==> config.mk <==
export PLATFORM = sky130hd
export DESIGN_NAME = servo_pwm_decoder_flat
export DESIGN_NICKNAME = d
export VERILOG_FILES = /design/src/rtl/servo_pkg.sv /design/src/rtl/servo_pwm_decoder_if.sv /design/src/rtl/servo_pwm_sync.sv /design/src/rtl/servo_pwm_decoder.sv /design/src/flat_wrapper.sv
export SDC_FILE = /design/constraint.sdc
export NUM_CORES = 1
export LEC_CHECK = 0
export CAP_MARGIN = 20
export CORE_MARGIN = 10
export CORE_UTILIZATION = 50
export DETAILED_ROUTE_END_ITERATION = 6
export GPL_TIMING_DRIVEN = 0
export PLACE_DENSITY = 0.72
export SLEW_MARGIN = 20
export SYNTH_ARGS = -nofsm -noshare
export SYNTH_HDL_FRONTEND = slang
export SYNTH_SLANG_ARGS = --single-unit
==> constraint.sdc <==
create_clock -name clk -period 14.4 [get_ports clk]
set_input_delay 2.88 -clock clk [delete_from_list [all_inputs] [get_ports clk]]
set_output_delay 2.88 -clock clk [all_outputs]
set_load 0.01 [all_outputs]
==> src/rtl/servo_pkg.sv <==
// Shared constants and FSM encoding for the servo PWM generator/decoder pair.
package servo_pkg;

    localparam int unsigned US_PER_S   = 1_000_000;
    localparam int unsigned ANGLE_MAX  = 180;
    localparam int unsigned DEF_MIN_US = 1000;
    localparam int unsigned DEF_MAX_US = 2000;

    typedef enum logic [1:0] {
        IDLE = 2'd0,
        HIGH = 2'd1,
        LOW  = 2'd2
    } servo_state_e;

endpackage

==> src/rtl/servo_pwm_decoder_if.sv <==
// Control/result bundle of the servo PWM decoder; slave = decoder, master = consumer.
interface servo_pwm_decoder_if;

    logic        enable;
    logic        pwm_in;
    logic [15:0] pulse_us;
    logic [7:0]  angle;
    logic        valid;
    logic        range_err;
    logic        signal_lost;

    modport master (
        output enable, pwm_in,
        input  pulse_us, angle, valid, range_err, signal_lost
    );

    modport slave (
        input  enable, pwm_in,
        output pulse_us, angle, valid, range_err, signal_lost
    );

endinterface

==> src/rtl/servo_pwm_sync.sv <==
// 2-FF synchronizer, optional glitch filter (SERVO_DEC_FILTER_EN) and edge strobes.
module servo_pwm_sync #(
    parameter int unsigned FILT_CYC = 4
) (
    input  logic clk,
    input  logic rst_n,
    input  logic pin,
    output logic level,
    output logic rise,
    output logic fall
);

`ifdef SERVO_DEC_FILTER_EN
    localparam bit FILT_EN = 1'b1;
`else
    localparam bit FILT_EN = 1'b0;
`endif

    logic s1, s2, prev;

    // Flops reset high so a pulse already in progress at reset release is not measured.
    always_ff @(posedge clk or negedge rst_n) begin
        if (!rst_n) begin
            s1 <= 1'b1;
            s2 <= 1'b1;
        end else begin
            s1 <= pin;
            s2 <= s1;
        end
    end

    if (FILT_EN && FILT_CYC > 1) begin : g_filt
        localparam int FCW = $clog2(FILT_CYC);
        logic [FCW-1:0] fcnt;
        logic           flt;

        always_ff @(posedge clk or negedge rst_n) begin
            if (!rst_n) begin
                fcnt <= '0;
                flt  <= 1'b1;
            end else if (s2 == flt) begin
                fcnt <= '0;
            end else if (fcnt == FCW'(FILT_CYC - 1)) begin
                flt  <= s2;
                fcnt <= '0;
            end else begin
                fcnt <= fcnt + FCW'(1);
            end
        end

        assign level = flt;
    end else begin : g_direct
        assign level = s2;
    end

    always_ff @(posedge clk or negedge rst_n) begin
        if (!rst_n) prev <= 1'b1;
        else        prev <= level;
    end

    assign rise = level & ~prev;
    assign fall = ~level & prev;

endmodule

==> src/rtl/servo_pwm_decoder.sv <==
// Hobby-servo PWM decoder: measures high time in us, maps it to 0..180 degrees.
// Optional input glitch filter enabled with `define SERVO_DEC_FILTER_EN.
module servo_pwm_decoder
    import servo_pkg::*;
#(
    parameter int unsigned CLK_HZ     = 50_000_000,
    parameter int unsigned MIN_US     = DEF_MIN_US,
    parameter int unsigned MAX_US     = DEF_MAX_US,
    parameter int unsigned TIMEOUT_US = 25_000,
    parameter int unsigned FILT_CYC   = 4
) (
    input logic                clk,
    input logic                rst_n,
    servo_pwm_decoder_if.slave bus
);

    localparam int unsigned DIV    = CLK_HZ / US_PER_S;
    localparam int          PW     = $clog2(DIV);
    localparam int          DATA_W = 16;

    function automatic logic [DATA_W-1:0] sat_inc(input logic [DATA_W-1:0] v, input logic inc);
        if (inc && (v != '1)) return v + DATA_W'(1);
        return v;
    endfunction

    function automatic logic out_of_range(input logic [DATA_W-1:0] w);
        return (32'(w) < MIN_US) || (32'(w) > MAX_US);
    endfunction

    // Clamp to [MIN_US, MAX_US] then scale with truncation; 24-bit product cannot overflow.
    function automatic logic [7:0] angle_of(input logic [DATA_W-1:0] w);
        logic [DATA_W-1:0]   c;
        logic [DATA_W+7:0]   num;
        if (32'(w) < MIN_US)      c = DATA_W'(MIN_US);
        else if (32'(w) > MAX_US) c = DATA_W'(MAX_US);
        else                      c = w;
        num = (DATA_W+8)'(c - DATA_W'(MIN_US)) * (DATA_W+8)'(ANGLE_MAX);
        return 8'(num / (DATA_W+8)'(MAX_US - MIN_US));
    endfunction

    logic              rise, fall, level;
    servo_state_e      state, state_nxt;
    logic [PW-1:0]     presc;
    logic              us_tick;
    logic [DATA_W-1:0] width, per;
    logic              timeout, start, capture;

    logic [DATA_W-1:0] width_p0;
    logic              vld_p0;
    logic [7:0]        angle_p1;
    logic              range_err_p1, vld_p1, lost_p1;

    servo_pwm_sync #(.FILT_CYC(FILT_CYC)) u_sync (
        .clk   (clk),
        .rst_n (rst_n),
        .pin   (bus.pwm_in),
        .level (level),
        .rise  (rise),
        .fall  (fall)
    );

    assign us_tick = (presc == PW'(DIV - 1));
    assign timeout = (state != IDLE) && (32'(per) > TIMEOUT_US);

    always_ff @(posedge clk or negedge rst_n) begin
        if (!rst_n) state <= IDLE;
        else        state <= state_nxt;
    end

    always_comb begin
        state_nxt = state;
        if (!bus.enable || timeout) begin
            state_nxt = IDLE;
        end else begin
            case (state)
                IDLE:    if (rise) state_nxt = HIGH;
                HIGH:    if (fall) state_nxt = LOW;
                LOW:     if (rise) state_nxt = HIGH;
                default: state_nxt = IDLE;
            endcase
        end
    end

    always_comb begin
        start   = 1'b0;
        capture = 1'b0;
        if (bus.enable && !timeout) begin
            case (state)
                IDLE, LOW: start   = rise;
                HIGH:      capture = fall;
                default:   ;
            endcase
        end
    end

    always_ff @(posedge clk or negedge rst_n) begin
        if (!rst_n) begin
            presc <= '0;
            width <= '0;
            per   <= '0;
        end else if (!bus.enable) begin
            presc <= '0;
            width <= '0;
            per   <= '0;
        end else begin
            presc <= (rise || us_tick) ? '0 : presc + PW'(1);
            if (start) begin
                width <= '0;
                per   <= '0;
            end else begin
                if (state == HIGH) width <= sat_inc(width, us_tick);
                if (state != IDLE) per   <= sat_inc(per, us_tick);
            end
        end
    end

    // Stage p0: capture width on the fall-detect cycle (includes a coincident tick).
    always_ff @(posedge clk or negedge rst_n) begin
        if (!rst_n) begin
            width_p0 <= '0;
            vld_p0   <= 1'b0;
        end else begin
            vld_p0 <= capture;
            if (capture) width_p0 <= sat_inc(width, us_tick);
        end
    end

    // Stage p1: angle/range result and the one-cycle valid strobe.
    always_ff @(posedge clk or negedge rst_n) begin
        if (!rst_n) begin
            angle_p1     <= '0;
            range_err_p1 <= 1'b0;
            vld_p1       <= 1'b0;
            lost_p1      <= 1'b1;
        end else begin
            vld_p1 <= vld_p0 && bus.enable && !timeout;
            if (vld_p0 && bus.enable && !timeout) begin
                angle_p1     <= angle_of(width_p0);
                range_err_p1 <= out_of_range(width_p0);
            end
            if (!bus.enable || timeout) lost_p1 <= 1'b1;
            else if (vld_p0)            lost_p1 <= 1'b0;
        end
    end

    assign bus.pulse_us    = width_p0;
    assign bus.angle       = angle_p1;
    assign bus.valid       = vld_p1;
    assign bus.range_err   = range_err_p1;
    assign bus.signal_lost = lost_p1;

endmodule

==> src/flat_wrapper.sv <==
// flat-port wrapper written by rule: the top's interface ports become plain ports
module servo_pwm_decoder_flat import servo_pkg::*;
#(
    parameter int unsigned CLK_HZ     = 50_000_000,
    parameter int unsigned MIN_US     = DEF_MIN_US,
    parameter int unsigned MAX_US     = DEF_MAX_US,
    parameter int unsigned TIMEOUT_US = 25_000,
    parameter int unsigned FILT_CYC   = 4
)
  (clk, rst_n, bus_enable, bus_pwm_in, bus_pulse_us, bus_angle, bus_valid, bus_range_err, bus_signal_lost);
  servo_pwm_decoder_if bus_i ();
  input logic clk;
  input logic rst_n;
  input wire logic [$bits(bus_i.enable)-1:0] bus_enable;
  input wire logic [$bits(bus_i.pwm_in)-1:0] bus_pwm_in;
  output wire logic [$bits(bus_i.pulse_us)-1:0] bus_pulse_us;
  output wire logic [$bits(bus_i.angle)-1:0] bus_angle;
  output wire logic [$bits(bus_i.valid)-1:0] bus_valid;
  output wire logic [$bits(bus_i.range_err)-1:0] bus_range_err;
  output wire logic [$bits(bus_i.signal_lost)-1:0] bus_signal_lost;
  assign bus_i.enable = bus_enable;
  assign bus_i.pwm_in = bus_pwm_in;
  assign bus_pulse_us = bus_i.pulse_us;
  assign bus_angle = bus_i.angle;
  assign bus_valid = bus_i.valid;
  assign bus_range_err = bus_i.range_err;
  assign bus_signal_lost = bus_i.signal_lost;
  servo_pwm_decoder #(.CLK_HZ(CLK_HZ), .MIN_US(MIN_US), .MAX_US(MAX_US), .TIMEOUT_US(TIMEOUT_US), .FILT_CYC(FILT_CYC)) u_core (.clk(clk), .rst_n(rst_n), .bus(bus_i));
endmodule
==> results.json, run 1 <==
{
  "path_class": "reg -> reg",
  "synth_area_leader_cell": "dfrtp_1",
  "grt-ovfl-total": 0,
  "r2r-end": "u_core.bus.angle[0]",
  "status": "completed",
  "setup_violations": 0,
  "fillerInstances": 1564,
  "grt_max_degree": 54,
  "ys_seq_area_share_pct": 17.8,
  "path_clk_slew_ns": 0.06,
  "path_max_fanout": 8,
  "hold_slack_ns": 0.361,
  "cts_buffers": 9,
  "dieArea_um2": 26100,
  "cts_htree_levels": 3,
  "numPortBuffers": 30,
  "start_util_pct": 51.2,
  "arrival_ns": 14.38,
  "r2r-start": "u_core.bus.pulse_us[0]",
  "rsz0062_at_grt": "true",
  "first_pass_iters": 5,
  "finalHoldViolations": 0,
  "die_y_um": 162,
  "viasPerCell": 6.03,
  "hpwl_um": 19600,
  "fin_area_um2": 12800,
  "dr_total_vias": 10300,
  "drv_cap": 0,
  "grt_pass1_wl_um": 44300,
  "clock_skew_ns": 0.0169,
  "period_minus_slack_ns": 14.15,
  "drtIter0Drc": 750,
  "min-delay-start": "u_core.u_sync.s1",
  "routed_wl_um": 28300,
  "ys_ff_latch": 71,
  "drtAntennaViolNets": 0,
  "avgSynthCellArea_um2": 7.76,
  "core_um2": 19600,
  "num_antenna_cells": 0,
  "critPathMaxStageDelay_ns": 0.61,
  "grt_pass1_vias": 9466,
  "cts_max_path_buffers": 2,
  "cp.required_ns": 14.62,
  "syn_to_final_growth_pct": 27.5,
  "hp-class": "reg -> reg",
  "antenna_found_initial": 0,
  "synth_top_cell_area_share_pct": 16.7,
  "synth_edf_count": 0,
  "wl_per_cell_um": 16.6,
  "cts_sinks": 71,
  "synth_area_leaders": "dfrtp_1 17%, ha_1 6.2%, xnor2_1 5.8%",
  "cts_tree": "done",
  "crit_start": "u_core.bus.pulse_us[0]",
  "die_x_um": 162,
  "place_area_um2": 10700,
  "clk_latency_ns": 0.34,
  "synth_warnings": 0,
  "cp-end-kind": "register",
  "syn-cell-area_um2": 10000,
  "final_common_cell": "nor2_1",
  "cts_root_buf": "clkbuf_16",
  "synthCells": 1291,
  "whs_path_depth": 0,
  "cpMostUsedCell": "buf_6",
  "layout_common_cells": "137 x nor2_1, 125 x nand2_1, 87 x buf_4",
  "tns_ns": 0,
  "holdPathEnd": "u_core.u_sync.level",
  "synthFlopType": "dfrtp_1",
  "slew_headroom_pct": 38.1,
  "drc_errors": 0,
  "regArea_um2": 1790,
  "drive_gt1_share_pct": 22.3,
  "globalplace.congestion": 0.892,
  "nets": 1510,
  "cp-start-kind": "register",
  "final_core_util_pct": 65.2,
  "reg2reg_slack_ns": 0.25,
  "timing.final.crit_share_pct": 98.3,
  "pin_count": 31,
  "slowest_stage": "or4_4",
  "synth.distinct_cells": 113,
  "track_usage_pct": 19.3,
  "multiInputGateArea_um2": 8820,
  "drv_slew": 0,
  "rows": 51,
  "max_freq_mhz": 70.6,
  "synthArstFlopShare_pct": 100,
  "max_slew.worst_pin.slew_ns": 0.925,
  "r2r_cells": 60
}
[flip-flops by register name, indices dropped and copies added, names as in the netlist]
name / flops
u_core.bus.pulse_us: 16
u_core.per: 16
u_core.width: 16
u_core.bus.angle: 8
u_core.presc: 6
u_core.state: 2
u_core.bus.range_err: 1
u_core.bus.signal_lost: 1
u_core.bus.valid: 1
u_core.u_sync.level: 1
u_core.u_sync.prev: 1
u_core.u_sync.s1: 1
u_core.vld_p0: 1
[cell families after synthesis]
| family | share of synthesized area, % |
|---|---|
| DFF | 17.8 |
| and+or+nand+nor | 24.0 |
| other | 0.0749 |
| buffers and inverters | 5.30 |
| AOI/OAI and AO/OA | 28.5 |
| xor gates and xnor gates | 10.2 |
| muxes | 2.87 |
| adders and majority gates | 11.2 |
[timing repair]
item	in CTS	in global routing
setup endpoints to repair	3	3
resized for setup	61	147
pin swaps	15	74
hold endpoints to repair	0	0
hold buffers	0	0
gates cloned	1	2
buffers inserted	16	72
[worst max-delay path, delay by kind of cell (launching register included)]
family	cells	cell delay (ns)
AOI/OAI and AO/OA	32	7.35
buffers and inverters	11	1.72
DFF	1	0.43
xor gates and xnor gates	2	0.23
adders and majority gates	5	1.45
and+or+nand+nor	10	2.84
[routing by layer]
metal | GRT usage, % | vias to the layer above | wire, um
li1 | - | 5015 | -
met1 | 25.2 | 4889 | 12700
met2 | 33.0 | 301 | 13900
met3 | 2.26 | 58 | 1170
met4 | 4.92 | 0 | 521
met5 | 0 | - | 0
[metrics by stage]
step,worst slack [ns],cells
floorplan,1.08,1304
global placement,-1.06,1599
detailed placement,-0.948,1601
CTS,0.0109,1634
global route,-0.361,1703
finish,0.245,1703
[cells in the mapped netlist (all sizes together), types with 6 or more instances]
cell	instances
nor3	47
a22oi	10
buf	19
o311ai	6
nand2	131
nand3	48
xor2	43
ha	50
mux2	6
a211o	7
a31oi	22
a21o	14
and2	19
o2111ai	9
o211ai	20
mux2i	22
nor2	148
or4	8
fa	23
a2111oi	7
and3	16
a21oi	69
nand2b	13
o31ai	13
xnor2	70
dfrtp	67
nor4	13
o22ai	7
o31a	12
or3	7
o21a	13
a31o	9
or2	10
nand4	18
a311oi	6
o21ai	77
clkbuf	26
inv	84
a211oi	19
[worst max-delay path by stage]
stage	end	slack (ns)	cells after the start
after global placement	u_core.bus.angle[0]	-1.06	55
after detailed placement	u_core.bus.angle[0]	-0.95	53
after CTS	u_core.bus.angle[0]	0.01	57
after floorplan	u_core.bus.angle[0]	1.08	53
final	u_core.bus.angle[0]	0.25	60
after global routing	u_core.bus.angle[0]	-0.36	61
[layout make-up]
type / count / area share [%]
Buffer: 41 / 1.86
Clock buffer: 12 / 1.85
Clock inverter: 4 / 0.382
Inverter: 84 / 2.47
Multi-Input combinational cell: 1106 / 69.0
Sequential cell: 71 / 14.0
Tap cell: 265 / 2.59
Timing Repair Buffer: 120 / 7.85
Power of run 1 is left out: the tool's default activity adds up to more than one toggle a clock period on the data nets, which glitch-free logic cannot reach.
==> run 2: changes to the inputs <==
--- a/config.mk
+++ b/config.mk
@@ -7,10 +7,10 @@
 export LEC_CHECK = 0
 export CAP_MARGIN = 20
 export CORE_MARGIN = 10
-export CORE_UTILIZATION = 50
+export CORE_UTILIZATION = 64
 export DETAILED_ROUTE_END_ITERATION = 6
 export GPL_TIMING_DRIVEN = 0
-export PLACE_DENSITY = 0.72
+export PLACE_DENSITY = 0.93
 export SLEW_MARGIN = 20
 export SYNTH_ARGS = -nofsm -noshare
 export SYNTH_HDL_FRONTEND = slang
==> results.json, run 2 (same netlist as run 1, synthesis figures left out) <==
{
  "hpwl_um": 19500,
  "path_max_fanout": 7,
  "drv_slew": 0,
  "globalplace.congestion": 0.979,
  "dieArea_um2": 21100,
  "pin_count": 31,
  "cp.required_ns": 14.63,
  "viasPerCell": 6.99,
  "start_util_pct": 65.7,
  "syn_to_final_growth_pct": 27.1,
  "slew_headroom_pct": 39.3,
  "grt-ovfl-total": 0,
  "layout_common_cells": "138 x nor2_1, 124 x nand2_1, 94 x buf_4",
  "first_pass_iters": 6,
  "postLayoutSetupSlackWorst_ns": -0.293,
  "place_area_um2": 10700,
  "cp-end-kind": "register",
  "clock_skew_ns": 0.00797,
  "timing.final.crit_share_pct": 102,
  "track_usage_pct": 24.7,
  "fillerInstances": 730,
  "cpMostUsedCell": "buf_4",
  "path_class": "reg -> reg",
  "die_x_um": 145,
  "slowest_stage": "or4_4",
  "final_common_cell": "nor2_1",
  "cts_sinks": 71,
  "cts_tree": "done",
  "setup_violations": 1,
  "critPathMaxStageDelay_ns": 0.56,
  "drc_errors": 0,
  "cp-start-kind": "register",
  "cts_htree_levels": 3,
  "drtAntennaViolNets": 0,
  "drive_gt1_share_pct": 23.3,
  "drtIter0Drc": 1606,
  "routed_wl_um": 33900,
  "num_antenna_cells": 0,
  "regArea_um2": 1790,
  "rows": 45,
  "grt_max_degree": 54,
  "numPortBuffers": 30,
  "cts_max_path_buffers": 2,
  "max_slew.worst_pin.slew_ns": 0.908,
  "antenna_found_initial": 0,
  "arrival_ns": 14.92,
  "die_y_um": 145,
  "grt_pass1_wl_um": 46400,
  "cts_root_buf": "clkbuf_16",
  "grt_pass1_vias": 10200,
  "cts_buffers": 9,
  "finalHoldViolations": 0,
  "clk_latency_ns": 0.34,
  "multiInputGateArea_um2": 8780,
  "nets": 1514,
  "hp-class": "reg -> reg",
  "fin_area_um2": 12700,
  "status": "finished with violations",
  "path_clk_slew_ns": 0.06,
  "max_freq_mhz": 68.1,
  "wl_per_cell_um": 20.5,
  "core_um2": 15300,
  "pre_cts_slack_ns": -0.826,
  "period_minus_slack_ns": 14.69,
  "dr_total_vias": 11600,
  "drv_cap": 0,
  "violations": "setup timing"
}
==> run 2: metal layers <==
metal  GRT usage [%]  share of wire, %
met1            30.2                37
met5               0                 0
met2            43.3                48
met4            9.71               5.9
met3            2.73               9.1
==> run 2: stage by stage <==
stage	TNS (ns)	util, %	std cells	hold slack [ns]
final	-0.293	83.5	1653	0.355
after global routing	-1.30	83.5	1653	0.363
after CTS	0	76.5	1591	0.356
after detailed placement	-1.31	69.9	1547	0.351
after global placement	-1.33	69.7	1545	0.349
after floorplan	0	-	1304	0.345
==> run 2: worst max-delay path, delay by kind of cell, from the launching register on <==
kind	cells	cell delay (ns)
simple gates	14	3.09
buf+inv	12	1.91
compound gates	30	7.29
flops	1	0.43
xor+xnor	1	0.18
fa+ha+maj	4	1.64
==> run 2: layout make-up <==
type	instances	area share, %
buffer	40	1.71
clock buffer	11	1.98
clock inverter	5	0.442
inverter	84	2.47
multi-input combinational	1104	68.9
sequential	71	14.0
tap	211	2.07
timing repair buffer	127	8.40
==> run 2: repair_timing <==
item | 4_1_cts | 5_1_grt
gates resized for setup | 81 | 119
setup endpoints to repair | 2 | 3
hold buffers | 0 | 0
setup buffers | 30 | 66
pin swaps | 31 | 69
==> run 2: path summary, 6_finish.rpt <==
kind | start | endpoint | slack, ns | depth (start not counted)
worst max-delay path | u_core.bus.pulse_us[3] | u_core.bus.angle[0] | -0.29 | 61
worst min-delay path | u_core.u_sync.s1 | u_core.u_sync.level | 0.35 | 0
worst max register to register | u_core.bus.pulse_us[3] | u_core.bus.angle[0] | -0.29 | 61
worst min register to register | u_core.u_sync.s1 | u_core.u_sync.level | 0.35 | 0
max in group asynchronous | rst_n | u_core.bus.signal_lost | 11.39 | 2
min in group asynchronous | rst_n | u_core.per[3] | 2.42 | 1
Power of run 2 is left out for the same reason.
==> RTL change 1 (flow settings as in run 1) <==
`TIMEOUT_US` is set to 25_000 in 2 places; all go to 16_384.
--- a/src/rtl/servo_pwm_decoder.sv
+++ b/src/rtl/servo_pwm_decoder.sv
@@ -6,7 +6,7 @@
     parameter int unsigned CLK_HZ     = 50_000_000,
     parameter int unsigned MIN_US     = DEF_MIN_US,
     parameter int unsigned MAX_US     = DEF_MAX_US,
-    parameter int unsigned TIMEOUT_US = 25_000,
+    parameter int unsigned TIMEOUT_US = 16_384,
     parameter int unsigned FILT_CYC   = 4
 ) (
     input logic                clk,
--- a/src/flat_wrapper.sv
+++ b/src/flat_wrapper.sv
@@ -4,7 +4,7 @@
     parameter int unsigned CLK_HZ     = 50_000_000,
     parameter int unsigned MIN_US     = DEF_MIN_US,
     parameter int unsigned MAX_US     = DEF_MAX_US,
-    parameter int unsigned TIMEOUT_US = 25_000,
+    parameter int unsigned TIMEOUT_US = 16_384,
     parameter int unsigned FILT_CYC   = 4
 )
   (clk, rst_n, bus_enable, bus_pwm_in, bus_pulse_us, bus_angle, bus_valid, bus_range_err, bus_signal_lost);
Function: same outputs for any inputs over 10 cycles, from zero or initial values and one cycle with rst_n low; that may be too few to reach the edited logic, so the function may still have changed.
==> RTL change 1 against run 1 <==
Wire length is 2.8% lower; critical path depth stayed put; setup slack worse by 0.18 ns; sequential cell count stayed put; largest cell class unchanged; synthesized area is 0.96% lower; utilization hardly changed; final area is 0.35% lower.
Power is not shown: default switching activity piles up to over one toggle a cycle in this logic, so the estimate is an artifact.
==> RTL change 1: results (changes against run 1) <==
Cells and area
  – Layout area overhead: 28.2%
  – Multi-input gate share of total cell area: 68.7% (-0.30 points)
  – # fillers: 1576 (+0.77%)
  – Register area: 1790 um2 (about the same)
  – Layout cell share with drive strength beyond 1: 23.5% (+1.3 points)
  – CLK BUF: 9 (-3)

Detailed routing
  – Per-cell routed wire length: 16.5 um (-0.75%)
  – Vias: 10.1k (-1.2%)

Global routing
  – Vias in the first global route: 9554 (+0.93%)
  – Met2 usage: 34.2% (+1.2 points)
  – First-pass GRT wire length: 45.0 mm (+1.6%)
  – Largest net degree at the start of global routing: 48 (-11%)
  – Met1 GRT Util: 25.4% (+0.20 points)
  – Grt met3 use: 2.07% (-0.19 points)

CTS
  – Post-CTS sizing: 99 (+62%)

Timing
  – Tcrit/Tclk final: 99.5% (+1.2 points)
  – Final Skew: 0.00670 ns (-0.0102 ns)
  – Rel. slew slack: 31.9% (-6.2 points)
  – Worst Hold Margin: 0.358 ns (-0.00308 ns)

Status
  – Status: completed

Synth
  – Gate Count Post-Synth: 1259 (-2.5%)
  – Most frequent cells after synthesis: nand2_1 (127), nor2_1 (116), inv_1 (84)
  – Area contributors post-synth: dfrtp_1 (17%), ha_1 (6.3%), xnor2_1 (5.3%), nand2_1 (4.8%), fa_1 (4.4%)

Worst setup path
  – R2R Setup Slk: 0.07 ns (-0.18 ns)
  – Critical Path AT: 14.60 ns (+0.22 ns)

Placement
  – Place WS: -1.53 ns (-0.584 ns)
  – Placed Instances: 1568 (-2.1%)
[RTL change 1: cell count changes in the layout (fill, tap and decap cells not counted), moves of 7 or more]
cell,delta
nor2_1,-28
and3_1,+15
o31a_1,-8
nor3_1,-20
nand3_1,-19
a21oi_4,+7
or3_1,+8
xor2_1,+7
[RTL change 1: logic make-up after synthesis]
kind of cell / count (synthesis) / share of synthesized area [%]
AND/OR/NAND/NOR: 457 / 23.4
AO/OA/AOI/OAI: 376 / 28.6
buffers and inverters: 132 / 5.32
XOR/XNOR: 114 / 10.4
adder cells (fa/ha/maj): 79 / 11.4
flip-flops: 71 / 17.9
multiplexers: 28 / 2.89
other: 2 / 0.0756
[RTL change 1: layer usage]
layer,wire (um),vias up
li1,-,4897
met3,1330,43
met4,404,0
met1,12100,4877
met5,0,-
met2,13600,318
==> RTL change 2 (config.mk and constraints of run 1) <==
Without the edit above. Encoding of `servo_state_e`: now one-hot (3 bits for 3 states).
--- a/src/rtl/servo_pkg.sv
+++ b/src/rtl/servo_pkg.sv
@@ -6,10 +6,10 @@
     localparam int unsigned DEF_MIN_US = 1000;
     localparam int unsigned DEF_MAX_US = 2000;
 
-    typedef enum logic [1:0] {
-        IDLE = 2'd0,
-        HIGH = 2'd1,
-        LOW  = 2'd2
+    typedef enum logic [2:0] {
+        IDLE = 3'b001,
+        HIGH = 3'b010,
+        LOW  = 3'b100
     } servo_state_e;
 
 endpackage
Check against the original RTL: no difference found for any inputs over 10 cycles, from zero or initial values and one cycle with rst_n low; not proved beyond that.
==> RTL change 2 against run 1 <==
The flow now finishes with violations (negative setup slack); sequential share of layout area decreased by 0.88 points; final area grew 8.0%; synthesized area shrank 1.8%; setup slack worse by 0.66 ns; wire length up 13%; sequential cell count increased by 1; critical path type unchanged; critical endpoint unchanged; highest routed layer unchanged.
Power is not shown: default switching activity piles up to over one toggle a cycle in this logic, so the estimate is an artifact.
==> RTL change 2: results (changes against run 1) <==
Cells and area
  – Multi-input gates: 1071 (-3.2%)
  – # fillers: 1407 (-10%)
  – Nets@finish: 1537 (+1.8%)
  – Register area: 1810 um2 (+1.2%)
  – Post-layout util: 71.1% (+5.9 points)
  – Nonclk buf count: 217 (+35%)
  – Multi-input logic area: 9170 um2 (+4.0%)
  – Clock buf/inv share: 2.38% (+0.14 points)
  – Inverters: 90 (+7.1%)
  – NonClk Buf Share: 13.2% (+3.5 points)
  – Layout cell share with drive strength beyond 1: 31.2% (+8.9 points)
  – CLK BUF: 9 (-3)

Detailed routing
  – DR vias/cell: 6.27 (+4.0%)
  – Metal3 WL: 1.86 mm (+59%)
  – Per-cell routed wire length: 18.5 um (+11%)
  – Met2 wire len: 15.7 mm (+13%)
  – Wl on met1: 13.4 mm (+5.2%)
  – DRT iter0 DRCs: 831 (+11%)
  – DRT Wirelength: 32.0 mm (+13%)

Global routing
  – GRT Resource Usage Total: 20.4% (+1.1 points)
  – First-pass GRT wire length: 46.1 mm (+4.0%)
  – Largest net degree at the start of global routing: 53 (-1.9%)
  – Vias in the first global route: 9805 (+3.6%)

CTS
  – Clk sinks: 72 (+1.4%)
  – Setup bufs post-CTS: 73 (+57)
  – Post-CTS sizing: 149 (+140%)
  – CTS Buffer Depth: 2 (unchanged)

Worst setup path
  – Crit path max fanout: 9 (+1)
  – Crit path from: u_core.bus.pulse_us[3]$_DFFE_PN0P_
  – Slowest CP cell: nor4b_1
  – FF-to-FF path depth: 63 (+5.0%)
  – Critical Path AT: 15.05 ns (+0.67 ns)
  – CP max stage delay: 0.64 ns (+0.03 ns)
  – Crit end category: register
  – Worst r2r src: u_core.bus.pulse_us[3]$_DFFE_PN0P_

Status
  – Failing checks: negative setup slack
  – Status: finished, violations left

Placement
  – Gpl congestion: 0.904 (+1.3%)
  – Final HPWL DP: 18.8 mm (-4.1%)
  – Placed Area: 10600 um2 (-1.5%)
  – Placed Instances: 1567 (-2.1%)
  – Place WS: -1.98 ns (-1.03 ns)

Synth
  – Post-synthesis sequential area ratio: 18.4% (+0.60 points)
  – Gate Count Post-Synth: 1258 (-2.6%)
  – Area contributors post-synth: dfrtp_1 (17%), ha_1 (6.4%), xnor2_1 (4.6%), nand2_1 (4.6%), fa_1 (4.5%)
  – Most used DFF post-synth: dfrtp_1
  – Most frequent cells after synthesis: nand2_1 (121), nor2_1 (113), inv_1 (90)
  – EDFF count, synth: 0 (unchanged)

Min path
  – Worst hold path type: reg2reg

Timing
  – Final Skew: 0.00713 ns (-0.00973 ns)
  – Worst Hold Margin: 0.360 ns (-0.00187 ns)
  – Fin Setup TNS: -0.636 ns (-0.636 ns)
  – Slew @ Worst Pin: 1.14 ns (+0.217 ns)
  – Final Setup Violations: 2 (+2)
  – Worst Slack Setup Final: -0.417 ns (-0.662 ns)
-- RTL change 2: worst max-delay path, delay by kind of cell (launching register included) --
| family | cells | cell delay (ns) |
|---|---|---|
| AO/OA/AOI/OAI | 23 | 4.96 |
| AND/OR/NAND/NOR | 15 | 4.38 |
| buffers and inverters | 15 | 2.19 |
| adder cells (fa/ha/maj) | 5 | 1.59 |
| XOR/XNOR | 4 | 0.80 |
| flip-flops | 1 | 0.43 |
| multiplexers | 1 | 0.33 |
-- RTL change 2: how the worst min path moves through the flow --
| stage | start | end | depth (start not counted) |
|---|---|---|---|
| 4_1_cts | u_core.u_sync.s1$_DFF_PN1_ | u_core.u_sync.level$_DFF_PN1_ | 0 |
| 3_3_place_gp | u_core.u_sync.s1$_DFF_PN1_ | u_core.u_sync.level$_DFF_PN1_ | 0 |
| 2_1_floorplan | u_core.u_sync.s1$_DFF_PN1_ | u_core.u_sync.level$_DFF_PN1_ | 0 |
| 3_5_place_dp | u_core.u_sync.s1$_DFF_PN1_ | u_core.u_sync.level$_DFF_PN1_ | 0 |
| 5_1_grt | u_core.u_sync.s1$_DFF_PN1_ | u_core.u_sync.level$_DFF_PN1_ | 0 |
| 6_report | u_core.u_sync.s1$_DFF_PN1_ | u_core.u_sync.level$_DFF_PN1_ | 0 |
-- RTL change 2: kinds of logic after synthesis --
| kind of cell | share of synthesized area, % |
|---|---|
| AO/OA/AOI/OAI | 28.9 |
| XOR/XNOR | 8.99 |
| adder cells (fa/ha/maj) | 11.2 |
| buffers and inverters | 5.43 |
| flip-flops | 18.4 |
| multiplexers | 2.78 |
| other | 0.0763 |
| AND/OR/NAND/NOR | 24.2 |
-- RTL change 2: routing by layer --
metal	vias up	global-route usage [%]
met3	120	2.83
met5	-	0
li1	5013	-
met1	5279	26.6
met4	0	4.80
met2	435	34.7
